### config.mk
export PLATFORM = sky130hd
export DESIGN_NAME = keypad_scanner_flat
export DESIGN_NICKNAME = d
export VERILOG_FILES = /design/src/rtl/keypad_pkg.sv /design/src/rtl/keypad_if.sv /design/src/rtl/keypad_sync.sv /design/src/rtl/keypad_scanner.sv /design/src/flat_wrapper.sv
export SDC_FILE = /design/constraint.sdc
export NUM_CORES = 1
export LEC_CHECK = 0
export ABC_AREA = 1
export CAP_MARGIN = 20
export CELL_PAD_IN_SITES_DETAIL_PLACEMENT = 0
export CELL_PAD_IN_SITES_GLOBAL_PLACEMENT = 2
export CORE_MARGIN = 2
export CORE_UTILIZATION = 35
export CTS_BUF_LIST = sky130_fd_sc_hd__clkbuf_8 sky130_fd_sc_hd__clkbuf_16
export DETAILED_ROUTE_END_ITERATION = 6
export PLACE_DENSITY = 0.91
export SYNTH_ARGS = -nofsm -noshare
export SYNTH_HDL_FRONTEND = slang
export SYNTH_HIERARCHICAL = 1
export SYNTH_SLANG_ARGS = --single-unit
export TNS_END_PERCENT = 1
### constraint.sdc
create_clock -name clk -period 3.95 [get_ports clk]
set_input_delay 0.5925 -clock clk [delete_from_list [all_inputs] [get_ports clk]]
set_output_delay 0.5925 -clock clk [all_outputs]
set_load 0.1 [all_outputs]
### src/rtl/keypad_pkg.sv
// keypad_pkg: shared FSM states, one-hot constants and key_code lookup for keypad_scanner.
// Ports: none (package).
package keypad_pkg;

    typedef enum logic [1:0] {SCAN, DEBOUNCE, HELD, RELEASE} state_t;

    localparam logic [3:0] COL_RESET = 4'b1000;
    localparam logic [3:0] ROW1 = 4'b1000;
    localparam logic [3:0] ROW2 = 4'b0100;
    localparam logic [3:0] ROW3 = 4'b0010;
    localparam logic [3:0] ROW4 = 4'b0001;
    localparam logic [3:0] COL1 = 4'b1000;
    localparam logic [3:0] COL2 = 4'b0100;
    localparam logic [3:0] COL3 = 4'b0010;
    localparam logic [3:0] COL4 = 4'b0001;

    // Indexed by {row position, column position}; entry 0 is row 1 / column 1.
    localparam logic [15:0][3:0] KEY_MAP = {
        4'hD, 4'hF, 4'h0, 4'hE,
        4'hC, 4'h9, 4'h8, 4'h7,
        4'hB, 4'h6, 4'h5, 4'h4,
        4'hA, 4'h3, 4'h2, 4'h1
    };

    // Position of a one-hot line where bit 3 is line 1 (position 0).
    function automatic logic [1:0] onehot_pos(input logic [3:0] v);
        return v[3] ? 2'd0 : v[2] ? 2'd1 : v[1] ? 2'd2 : 2'd3;
    endfunction

    function automatic logic [3:0] key_lookup(input logic [3:0] col, input logic [3:0] row);
        return KEY_MAP[{onehot_pos(row), onehot_pos(col)}];
    endfunction

endpackage

### src/rtl/keypad_if.sv
// keypad_if: keypad row/column lines plus decoded key outputs.
// Signals: row_in[3:0] rows (bit 3 = row 1), col_out[3:0] one-hot column drive,
//          key_valid press pulse, key_code[3:0], key_index[7:0] {col,row}, key_down level.
// Modports: master = scanner side, slave = keypad/consumer side.
interface keypad_if;
    logic [3:0] row_in;
    logic [3:0] col_out;
    logic       key_valid;
    logic [3:0] key_code;
    logic [7:0] key_index;
    logic       key_down;

    modport master (input row_in, output col_out, key_valid, key_code, key_index, key_down);
    modport slave  (output row_in, input col_out, key_valid, key_code, key_index, key_down);
endinterface

### src/rtl/keypad_sync.sv
// keypad_sync: 2-flop synchronizer for the asynchronous keypad row lines.
// Ports: clk clock, rst_n sync active-low reset, i_row[3:0] raw rows, o_row[3:0] synchronized rows.
module keypad_sync (
    input  logic       clk,
    input  logic       rst_n,
    input  logic [3:0] i_row,
    output logic [3:0] o_row
);
    logic [3:0] r_meta;
    logic [3:0] r_sync;

    always_ff @(posedge clk) begin
        if (!rst_n) begin
            r_meta <= '0;
            r_sync <= '0;
        end else begin
            r_meta <= i_row;
            r_sync <= r_meta;
        end
    end

    assign o_row = r_sync;
endmodule

### src/rtl/keypad_scanner.sv
// keypad_scanner: 4x4 matrix keypad column scanner with press/release debounce.
// Ports: clk clock, rst_n sync active-low reset,
//        kp (keypad_if.master): row_in in, col_out/key_valid/key_code/key_index/key_down out.
module keypad_scanner #(
    parameter int SCAN_DIV     = 50000,
    parameter int DEBOUNCE_CNT = 4
) (
    input  logic     clk,
    input  logic     rst_n,
    keypad_if.master kp
);
    import keypad_pkg::*;

    localparam int             DW        = (SCAN_DIV > 1) ? $clog2(SCAN_DIV) : 1;
    localparam logic [DW-1:0]  DWELL_MAX = DW'(SCAN_DIV - 1);
    localparam logic [3:0]     DB_MAX    = 4'(DEBOUNCE_CNT);

    logic [3:0]    w_rows;
    logic [DW-1:0] r_dwell;
    state_t        r_state;
    logic [3:0]    r_col;
    logic [3:0]    r_row;
    logic [3:0]    r_match;
    logic [3:0]    r_rel;
    logic          r_valid;
    logic          r_down;
    logic [3:0]    r_code;
    logic [7:0]    r_index;

    keypad_sync u_sync (
        .clk   (clk),
        .rst_n (rst_n),
        .i_row (kp.row_in),
        .o_row (w_rows)
    );

    logic       w_sample;
    logic       w_press;
    logic       w_hit;
    logic       w_accept;
    logic       w_released;
    logic [3:0] w_col_next;

    assign w_sample   = r_dwell == DWELL_MAX;
    // Exactly one row high; zero or several rows (ghosting) count as no press.
    assign w_press    = (w_rows != 4'd0) && ((w_rows & (w_rows - 4'd1)) == 4'd0);
    assign w_hit      = w_press && (w_rows == r_row);
    assign w_col_next = {r_col[0], r_col[3:1]};
    assign w_accept   = w_sample && w_press &&
                        ((r_state == SCAN && DEBOUNCE_CNT == 1) ||
                         (r_state == DEBOUNCE && w_hit && (r_match + 4'd1) == DB_MAX));
    assign w_released = w_sample && !w_hit &&
                        ((r_state == HELD && DEBOUNCE_CNT == 1) ||
                         (r_state == RELEASE && (r_rel + 4'd1) == DB_MAX));

    always_ff @(posedge clk) begin
        if (!rst_n || w_sample) r_dwell <= '0;
        else r_dwell <= r_dwell + 1'b1;
    end

    always_ff @(posedge clk) begin
        if (!rst_n) begin
            r_state <= SCAN;
            r_col   <= COL_RESET;
            r_row   <= '0;
            r_match <= '0;
            r_rel   <= '0;
            r_valid <= 1'b0;
            r_down  <= 1'b0;
            r_code  <= '0;
            r_index <= '0;
        end else begin
            r_valid <= 1'b0;
            if (w_accept) begin
                r_valid <= 1'b1;
                r_down  <= 1'b1;
                r_row   <= w_rows;
                r_code  <= key_lookup(r_col, w_rows);
                r_index <= {r_col, w_rows};
                r_match <= '0;
                r_state <= HELD;
            end else if (w_released) begin
                r_down  <= 1'b0;
                r_rel   <= '0;
                r_col   <= w_col_next;
                r_state <= SCAN;
            end else if (w_sample) begin
                case (r_state)
                    SCAN: begin
                        if (w_press) begin
                            r_row   <= w_rows;
                            r_match <= 4'd1;
                            r_state <= DEBOUNCE;
                        end else begin
                            r_col <= w_col_next;
                        end
                    end
                    DEBOUNCE: begin
                        if (w_hit) begin
                            r_match <= r_match + 4'd1;
                        end else begin
                            r_match <= '0;
                            r_col   <= w_col_next;
                            r_state <= SCAN;
                        end
                    end
                    HELD: begin
                        if (!w_hit) begin
                            r_rel   <= 4'd1;
                            r_state <= RELEASE;
                        end
                    end
                    RELEASE: begin
                        if (w_hit) begin
                            r_rel   <= '0;
                            r_state <= HELD;
                        end else begin
                            r_rel <= r_rel + 4'd1;
                        end
                    end
                endcase
            end
        end
    end

    assign kp.col_out   = r_col;
    assign kp.key_valid = r_valid;
    assign kp.key_code  = r_code;
    assign kp.key_index = r_index;
    assign kp.key_down  = r_down;
endmodule

### src/flat_wrapper.sv
// flat-port wrapper written by rule: the top's interface ports become plain ports
module keypad_scanner_flat import keypad_pkg::*;
#(
    parameter int SCAN_DIV     = 50000,
    parameter int DEBOUNCE_CNT = 4
)
  (clk, rst_n, kp_row_in, kp_col_out, kp_key_valid, kp_key_code, kp_key_index, kp_key_down);
  keypad_if kp_i ();
  input  logic clk;
  input  logic rst_n;
  input wire logic [$bits(kp_i.row_in)-1:0] kp_row_in;
  output wire logic [$bits(kp_i.col_out)-1:0] kp_col_out;
  output wire logic [$bits(kp_i.key_valid)-1:0] kp_key_valid;
  output wire logic [$bits(kp_i.key_code)-1:0] kp_key_code;
  output wire logic [$bits(kp_i.key_index)-1:0] kp_key_index;
  output wire logic [$bits(kp_i.key_down)-1:0] kp_key_down;
  assign kp_i.row_in = kp_row_in;
  assign kp_col_out = kp_i.col_out;
  assign kp_key_valid = kp_i.key_valid;
  assign kp_key_code = kp_i.key_code;
  assign kp_key_index = kp_i.key_index;
  assign kp_key_down = kp_i.key_down;
  keypad_scanner #(.SCAN_DIV(SCAN_DIV), .DEBOUNCE_CNT(DEBOUNCE_CNT)) u_core (.clk(clk), .rst_n(rst_n), .kp(kp_i));
endmodule
# After elaboration in Yosys (flattened, before gate mapping)
# Memory sizes are Yosys's and may differ from the RTL's. A register that Yosys moved wholly into a read port is not among the register bits.
# Cells that the tools add are included.
totals:
  register_bits: 52
  latch_bits: 0
  ramBits: 0
  mem_bits_ro: 64
  in_bits: 6
  mem_count: 1
op_classes:
  add_sub_neg: 4
  n_mul: 0
  div_mod_pow: 0
  magnitude_cmp: 0
  eq_ne: 19
  shifts: 0
  n_mux: 35
  bitwise: 4
  n_reduce_logical: 33
mem_list:
  columns: ["memory", "words", "width", "rd", "rd_ports_with_merged_regs", "wr", "line_no", "text"]
  rows:
  - ["(name not given)", 16, 4, 1, 1, 0, "keypad_pkg.sv:31", "return KEY_MAP[{onehot_pos(row), onehot_pos(col)}];"]
ops:
  columns: ["op", "n"]
  rows:
  - ["4-bit 2-to-1 mux", 15]
  - ["4-bit case mux with 2 select lines", 3]
  - ["2-bit 2-to-1 mux", 11]
  - ["16-bit by 1-bit adder with 16-bit output, second input constant", 1]
  - ["16-bit equality test, second input constant", 1]
  - ["5-bit AND reduction", 3]
  - ["4-bit AND reduction", 3]
  - ["2-bit nonzero test", 6]
  - ["1-bit logical AND", 9]
  - ["3-bit != test, second input constant", 3]
  - ["3-bit nonzero test", 3]
  - ["4-bit by 1-bit adder with 4-bit output, second input constant", 2]
  - ["4-bit by 3-bit equality test with 1-bit output, second input constant", 2]
  - ["4-bit by 1-bit != test with 1-bit output, second input constant", 2]
  - ["4-bit != test, second input constant", 2]
  - ["2-bit case mux with 4 select lines", 1]
  - ["2-bit by 1-bit != test with 1-bit output, second input constant", 3]
  - ["1-bit 2-to-1 mux", 5]
  - ["4-bit AND", 1]
  - ["2-bit equality test, second input constant", 2]
  - ["4-bit equality test", 1]
  - ["4-bit zero test", 1]
  - ["2-bit != test, second input constant", 2]
  - ["4-bit nonzero test", 1]
  - ["8 further kinds", 12]

# Longest topological paths before layout
# Gate-level depths: netlist of run 1.
depth:
  word_depth: 10
  mapped_depth: 13
  depth_no_buf: 13

# By module
# The synthesis of run 1 kept the hierarchy.
by_module_without_submodules:
  columns: ["module", "instances", "cells_per_inst", "area_per_inst_um2", "seq_area_each_um2"]
  rows:
  - ["keypad_scanner", 1, 384, 2601.2, 960.9]
  - ["keypad_sync", 1, 25, 225.2, 160.2]

# Worst setup path before layout of run 1
# OpenSTA, ideal clock, no wires.
synth_timing:
  kind: "register -> register"
  startpoint: "register u_core.r_col[2], in the netlist u_core/kp.col_out[2]"
  endpoint: "register u_core.r_code[1], in the netlist u_core/kp.key_code[1]"
  arrival_ps: 2134
  t_required_ps: 3876
  setup_slack_ps: 1742
  stages_incl_launch_ff: 7
  path_buffers: 0
  period_less_slack_ps: 2208
  path_cell_list: "dfxtp_1 > o21ai_0 > ha_1 > or2_2 > nand2_1 > o21ai_0 > o21ai_0"
synth_via:
  elab_chain_cells: 2
synth_lines:
  columns: ["element", "line_no", "text"]
  rows:
  - ["from (decl)", "keypad_scanner.sv:21", "logic [3:0] r_col;"]
  - ["from (signal assigned)", "keypad_scanner.sv:85", "r_col <= w_col_next;"]
  - ["from (signal assigned)", "keypad_scanner.sv:95", "r_col <= w_col_next;"]
  - ["from (signal assigned)", "keypad_scanner.sv:103", "r_col <= w_col_next;"]
  - ["2-bit 2-to-1 mux (2 in a row)", "keypad_pkg.sv:27", "return v[3] ? 2'd0 : v[2] ? 2'd1 : v[1] ? 2'd2 : 2'd3;"]
  - ["to (decl)", "keypad_scanner.sv:27", "logic [3:0] r_code;"]
# Every way passes these cells.
# A chain may end at the register's enable or synchronous reset.

# Worst setup path in the final report of run 1
layout_timing:
  startpoint: "register u_core.r_col[2], in the netlist u_core/kp.col_out[2]"
  endpoint: "output kp_col_out[2]"
layout_lines:
  columns: ["element", "line_no", "text"]
  rows:
  - ["to (decl)", "flat_wrapper.sv:12", "output wire logic [$bits(kp_i.col_out)-1:0] kp_col_out;"]
# No word-level cell between the ends.

==> flow_metrics.env, run 1 <==
export IMPL_status="complete, no violations"
export IMPL_whs_ns=0.4218
export IMPL_cts_path_max_buffers=2
export IMPL_tightest_slew_ns=0.9779
export IMPL_setup_tns_ns=0
export IMPL_ir_drop_v=0.0001682
export IMPL_worstSkewPairLatency_ns=0.31
export IMPL_ys_warnings_count=6
export IMPL_slew_headroom=0.3460
export IMPL_dieArea_um2=8811
export IMPL_regArea_um2=1121
export IMPL_p_clk_frac=0.381
export IMPL_hold_viol=0
export IMPL_internal_power_mw=0.7810
export IMPL_grt_pass1_wl_um=10760
export IMPL_cp_end_kind="output pin"
export IMPL_power_switching_mw=0.2441
export IMPL_ctsRootBufferMaster="clkbuf_8"
export IMPL_dp_cells=527
export IMPL_rows=32
export IMPL_antenna_found_initial=0
export IMPL_syn_avg_cell_area_um2=6.911
export IMPL_io_pins=24
export IMPL_period_share=0.6387
export IMPL_fmax_ghz=0.3964
export IMPL_synthArstFlopShare=0
export IMPL_cts_hold_buf=0
export IMPL_slowest_stage="clkdlybuf4s50_1"
export IMPL_synthDistinctLibCells=36
export IMPL_path_buf_inv=1
export IMPL_chipWidth_um=93.87
export IMPL_syn_cell_area_um2=2826
export IMPL_multiInputGateArea_um2=1448
export IMPL_critPathMaxStageDelay_ns=1.17
export IMPL_power_mw=1.025
export IMPL_syn_inst=409
export IMPL_cts_setup_buffers=0
export IMPL_r2r_slack_ns=1.68
export IMPL_htreeDepth=2
export IMPL_die_h_um=93.87
export IMPL_hold_class="reg2reg"
export IMPL_grt_usage=0.1524
export IMPL_cp_required_ns=3.36
export IMPL_drive_above_1_share=0.08314
export IMPL_grt_max_degree=23
export IMPL_grt_pass1_vias=2312
export IMPL_fin_area_um2=3263
export IMPL_io_buffers=23
export IMPL_syn_nets=422
export IMPL_drtIter0Drc=97
export IMPL_wl_um=6235
export IMPL_fin_worst_skew_ns=0.005394
export IMPL_powerDensity_nw_per_um2=314.2
export IMPL_crit_chain="clkdlybuf4s50_1"
export IMPL_drc=0
export IMPL_final_nets=445
export IMPL_drtAntennaViolNets=0
export IMPL_fill_cells=831
export IMPL_diodes=0
export IMPL_post_cts_resized=0
export IMPL_post_dp_cell_area_um2=3148
export IMPL_synth_ff_type="dfxtp_1"
export IMPL_p_sw_frac=0.2382
export IMPL_synth_seq_area_share=0.3966
export IMPL_numCtsBuffers=5
export IMPL_syn_to_final_growth_pct=15.45
export IMPL_setup_violations=0
export IMPL_comb_power_share=0.058
export IMPL_drt_first_pass_iters=4
export IMPL_cts_tree="done"
export IMPL_synth_edf_count=0
export IMPL_path_delay_family="buffers and inverters"
export IMPL_rsz0062_at_grt="false"
export IMPL_cp_data_arrival_time_ns=1.93
export IMPL_synth_seq_cells=56
export IMPL_drv_slew=0
export IMPL_cp_max_fo=6
export IMPL_clk_pin_slew_ns=0.11
export IMPL_cts_sinks=56
export IMPL_p_leak_nw=1.383
export IMPL_via_per_inst=4.645
export IMPL_initial_core_util=0.3639
export IMPL_gp_congestion=0.7644
export IMPL_core_um2=7767
export IMPL_startpoint_type="register"
export IMPL_final_cells=535
export IMPL_num_vias=2485
export IMPL_cap_violations=0
export IMPL_hpwl_um=4675
export IMPL_wl_per_cell_um=11.65
export IMPL_crit_type="reg2out"
export IMPL_grt_ovfl_total=0
export IMPL_finalCriticalPeriod_ns=2.523
export IMPL_p_seq_frac=0.561
-- path summary, 6_finish.rpt --
| kind | start | endpoint | cells past startpoint |
|---|---|---|---|
| max | u_core/kp.col_out[2]$_SDFFE_PN0P_ | kp_col_out[2] | 1 |
| min | u_core/u_sync/r_meta[2]$_SDFF_PN0_ | u_core/u_sync/o_row[2]$_SDFF_PN0_ | 2 |
| max reg2reg | u_core/r_dwell[0]$_SDFF_PP0_ | u_core/kp.key_code[1]$_SDFFE_PN0P_ | 7 |
| min reg2reg | u_core/u_sync/r_meta[2]$_SDFF_PN0_ | u_core/u_sync/o_row[2]$_SDFF_PN0_ | 2 |
-- cell usage after synthesis (5+ instances only) --
library cell / number / area (um2)
dfxtp_1: 56 / 1121
nor2_1: 62 / 232.7
nand2_2: 5 / 31.28
ha_1: 7 / 87.58
a21oi_1: 21 / 105.1
nand4_1: 11 / 68.82
nand3_1: 32 / 160.2
nand2_1: 95 / 356.6
nor3_1: 8 / 40.04
buf_2: 5 / 25.02
o21ai_0: 11 / 55.05
o21ai_2: 7 / 61.31
inv_1: 54 / 202.7
-- through the flow --
stage	utilization	setup slack (ns)
4_1_cts	0.4201	1.413
6_report	0.4201	1.427
3_5_place_dp	0.4053	1.544
3_3_place_gp	0.4053	1.545
2_1_floorplan	-	1.742
5_1_grt	0.4201	1.358
-- metal layers --
metal  up-vias  track usage  share of wire
met5         -            0              0
met4         0      0.04348         0.0079
met3         2      0.02167          0.023
met2        38       0.2536           0.46
met1      1099       0.2053           0.50
li1       1346            -              -
-- registers in the layout, summed over array words and instances, names as in the netlist --
register,flops
u_core/r_dwell,16
u_core/r_rel,4
u_core/kp.key_valid,1
u_core/r_state,2
u_core/kp.key_code,4
u_core/r_row,4
u_core/kp.key_down,1
u_core/kp.col_out,4
u_core/kp.key_index,8
u_core/u_sync/r_meta,4
u_core/u_sync/o_row,4
u_core/r_match,4
-- cells in the final DEF (no fill, tap or decap), types with 2 or more instances in the layout --
cell type,instances
a21oi_1,21
clkbuf_8,5
clkdlybuf4s50_1,23
dfxtp_1,56
ha_1,7
inv_1,54
inv_2,3
nand2_1,95
nand2_2,5
nand3_1,32
nand3_2,3
nand4_1,11
nor2_1,62
nor2_2,2
nor3_1,8
nor3b_1,2
o21a_1,2
o21ai_0,11
o21ai_1,2
o21ai_2,7
or2_2,2
xnor2_1,3
xor2_1,2
-- cell type report --
type | instances | area share
inverters | 57 | 0.06557
multi-input cells | 288 | 0.4436
flip-flops and latches | 56 | 0.3436
clock inverters | 3 | 0.01419
well taps | 102 | 0.03911
clock buffers | 5 | 0.02109
repair buffers | 24 | 0.07285
-- power groups by stage --
stage	Sequential, mW	Clock (mW)	Combinational (mW)
final	0.575	0.391	0.0592
after global routing	0.576	0.426	0.0675
after CTS	0.575	0.408	0.0603
after detailed placement	0.588	0	0.0602
after global placement	0.588	0	0.0600
after floorplan	0.587	0	0.0447
-- cells by family after synthesis --
family,after synthesis,synth area share
and+or+nand+nor,228,0.3652
buffers and inverters,65,0.09118
DFF,56,0.3966
AOI/OAI and AO/OA,48,0.1005
adders and majority gates,7,0.03099
xor gates and xnor gates,5,0.01550
Power figures use the tool's default switching activity.
==> run 2: changes to the inputs <==
- CORE_UTILIZATION: 35 -> 29
- PLACE_DENSITY: 0.91 -> 0.82
- clock period: 3.95 -> 2.3 ns (I/O delays scaled with it)
==> run 2 against run 1 <==
Clock-buffer cell count stayed put. Via count up 1.6%. Sequential share of layout area shrank 0.24 points. Clock power is 93% higher. Final area rose by 0.69%. First-iteration DRC count grew 34%. Combinational power up 72%. Global-route usage fell by 1.7 points. Power is 80% higher. Critical endpoint is now u_core/kp.col_out[3]$_SDFFE_PN1P_. Highest routed layer unchanged.
==> flow_metrics.env, run 2 (synthesis gave the netlist of run 1 again) <==
export IMPL_status="complete, no violations"
export IMPL_chipWidth_um=102.7
export IMPL_hold_depth=2
export IMPL_regArea_um2=1121
export IMPL_gp_congestion=0.7837
export IMPL_cp_data_arrival_time_ns=2.26
export IMPL_ctsRootBufferMaster="clkbuf_8"
export IMPL_cts_tree="done"
export IMPL_multiInputGateArea_um2=1448
export IMPL_final_nets=447
export IMPL_drv_slew=0
export IMPL_io_buffers=23
export IMPL_grtUsageMet3=0.02644
export IMPL_fmax_ghz=0.4857
export IMPL_cp_max_fo=6
export IMPL_htreeDepth=2
export IMPL_slew_headroom=0.6695
export IMPL_use_met2=0.2107
export IMPL_rsz0062_at_grt="false"
export IMPL_top_usage_layer="met2"
export IMPL_tightest_slew_ns=0.4906
export IMPL_syn_to_final_growth_pct=16.25
export IMPL_finalCriticalPeriod_ns=2.059
export IMPL_dieArea_um2=10550
export IMPL_drtAntennaViolNets=0
export IMPL_hold_viol=0
export IMPL_grt_max_degree=33
export IMPL_final_common_cell="nand2_1"
export IMPL_dp_slack_ns=0.2528
export IMPL_post_cts_resized=0
export IMPL_cp_required_ns=2.50
export IMPL_initial_core_util=0.2946
export IMPL_numCtsBuffers=5
export IMPL_largest_register="u_core/r_dwell"
export IMPL_cts_sinks=56
export IMPL_cap_violations=0
export IMPL_antenna_found_initial=0
export IMPL_hpwl_um=4899
export IMPL_layout_common_cells="nand2_1 (95), nor2_1 (62), dfxtp_1 (56)"
export IMPL_powerDensity_nw_per_um2=561.2
export IMPL_ir_drop_v=0.0003085
export IMPL_worstSkewPairLatency_ns=0.31
export IMPL_period_share=0.8953
export IMPL_wl_um=6611
export IMPL_largest_register_ffs=16
export IMPL_drtIter0Drc=130
export IMPL_num_vias=2526
export IMPL_drive_above_1_share=0.1267
export IMPL_use_met1=0.1894
export IMPL_grt_usage=0.1355
export IMPL_crit_type="reg2reg"
export IMPL_grt_pass1_vias=2339
export IMPL_via_per_inst=4.455
export IMPL_fin_worst_skew_ns=0.004624
export IMPL_wl_per_cell_um=11.66
export IMPL_setup_tns_ns=0
export IMPL_drc=0
export IMPL_rows=36
export IMPL_grt_pass1_wl_um=11320
export IMPL_fill_cells=1048
export IMPL_drt_first_pass_iters=4
export IMPL_die_h_um=102.7
export IMPL_cts_hold_buf=0
export IMPL_setup_violations=0
export IMPL_io_pins=24
export IMPL_whs_ns=0.4221
export IMPL_clk_pin_slew_ns=0.10
export IMPL_cts_path_max_buffers=2
export IMPL_final_cells=567
export IMPL_hold_class="reg2reg"
export IMPL_fin_ws_ns=0.2409
export IMPL_rr_worst_depth=10
export IMPL_diodes=0
export IMPL_dp_cells=560
export IMPL_p_leak_nw=1.436
export IMPL_grt_ovfl_total=0
export IMPL_cts_setup_buffers=0
export IMPL_core_um2=9594
export IMPL_startpoint_type="register"
export IMPL_cp_end_kind="register"
-- run 2: path summary, 6_finish.rpt --
kind	start	slack (ns)	to
worst max-delay path	u_core/r_dwell[0]$_SDFF_PP0_	0.24	u_core/kp.col_out[3]$_SDFFE_PN1P_
worst min-delay path	u_core/u_sync/r_meta[2]$_SDFF_PN0_	0.42	u_core/u_sync/o_row[2]$_SDFF_PN0_
worst max register to register	u_core/r_dwell[0]$_SDFF_PP0_	0.24	u_core/kp.col_out[3]$_SDFFE_PN1P_
worst min register to register	u_core/u_sync/r_meta[2]$_SDFF_PN0_	0.42	u_core/u_sync/o_row[2]$_SDFF_PN0_
-- run 2: cell type report --
type / count / share of cell area
multi-input combinational: 288 / 0.4406
timing repair buffer: 26 / 0.06321
tap: 133 / 0.05065
clock inverter: 2 / 0.01828
sequential: 56 / 0.3412
clock buffer: 5 / 0.02094
inverter: 57 / 0.06512
-- run 2: metal layers --
layer  up-vias  share of wire
met2        41           0.45
met3         7          0.031
met5         -              0
li1       1346              -
met1      1132           0.50
met4         0          0.017
-- run 2: power breakdown --
group	internal, mW	switching [mW]
clock network	0.429	0.325
registers	0.980	0.00805
logic	0.0325	0.0698
-- run 2: through the flow --
stage                     instance area [um2]  total power [mW]  utilization
final                                    3286             1.844       0.3425
after global routing                     3286             1.922       0.3425
after CTS                                3286             1.883       0.3425
after detailed placement                 3157             1.115       0.3290
after global placement                   3157             1.112       0.3290
after floorplan                          2826             1.085            -
-- run 2: worst max-delay path, stage by stage, from the launching register on --
cell     delay, ns
dfxtp_1       0.38
ha_1          0.21
nand3_1       0.14
nor2_2        0.15
nand3_1       0.24
nor2_1        0.23
nand3_1       0.18
nand2_2       0.17
nand3_2       0.11
nand2_1       0.08
nand3_1       0.06
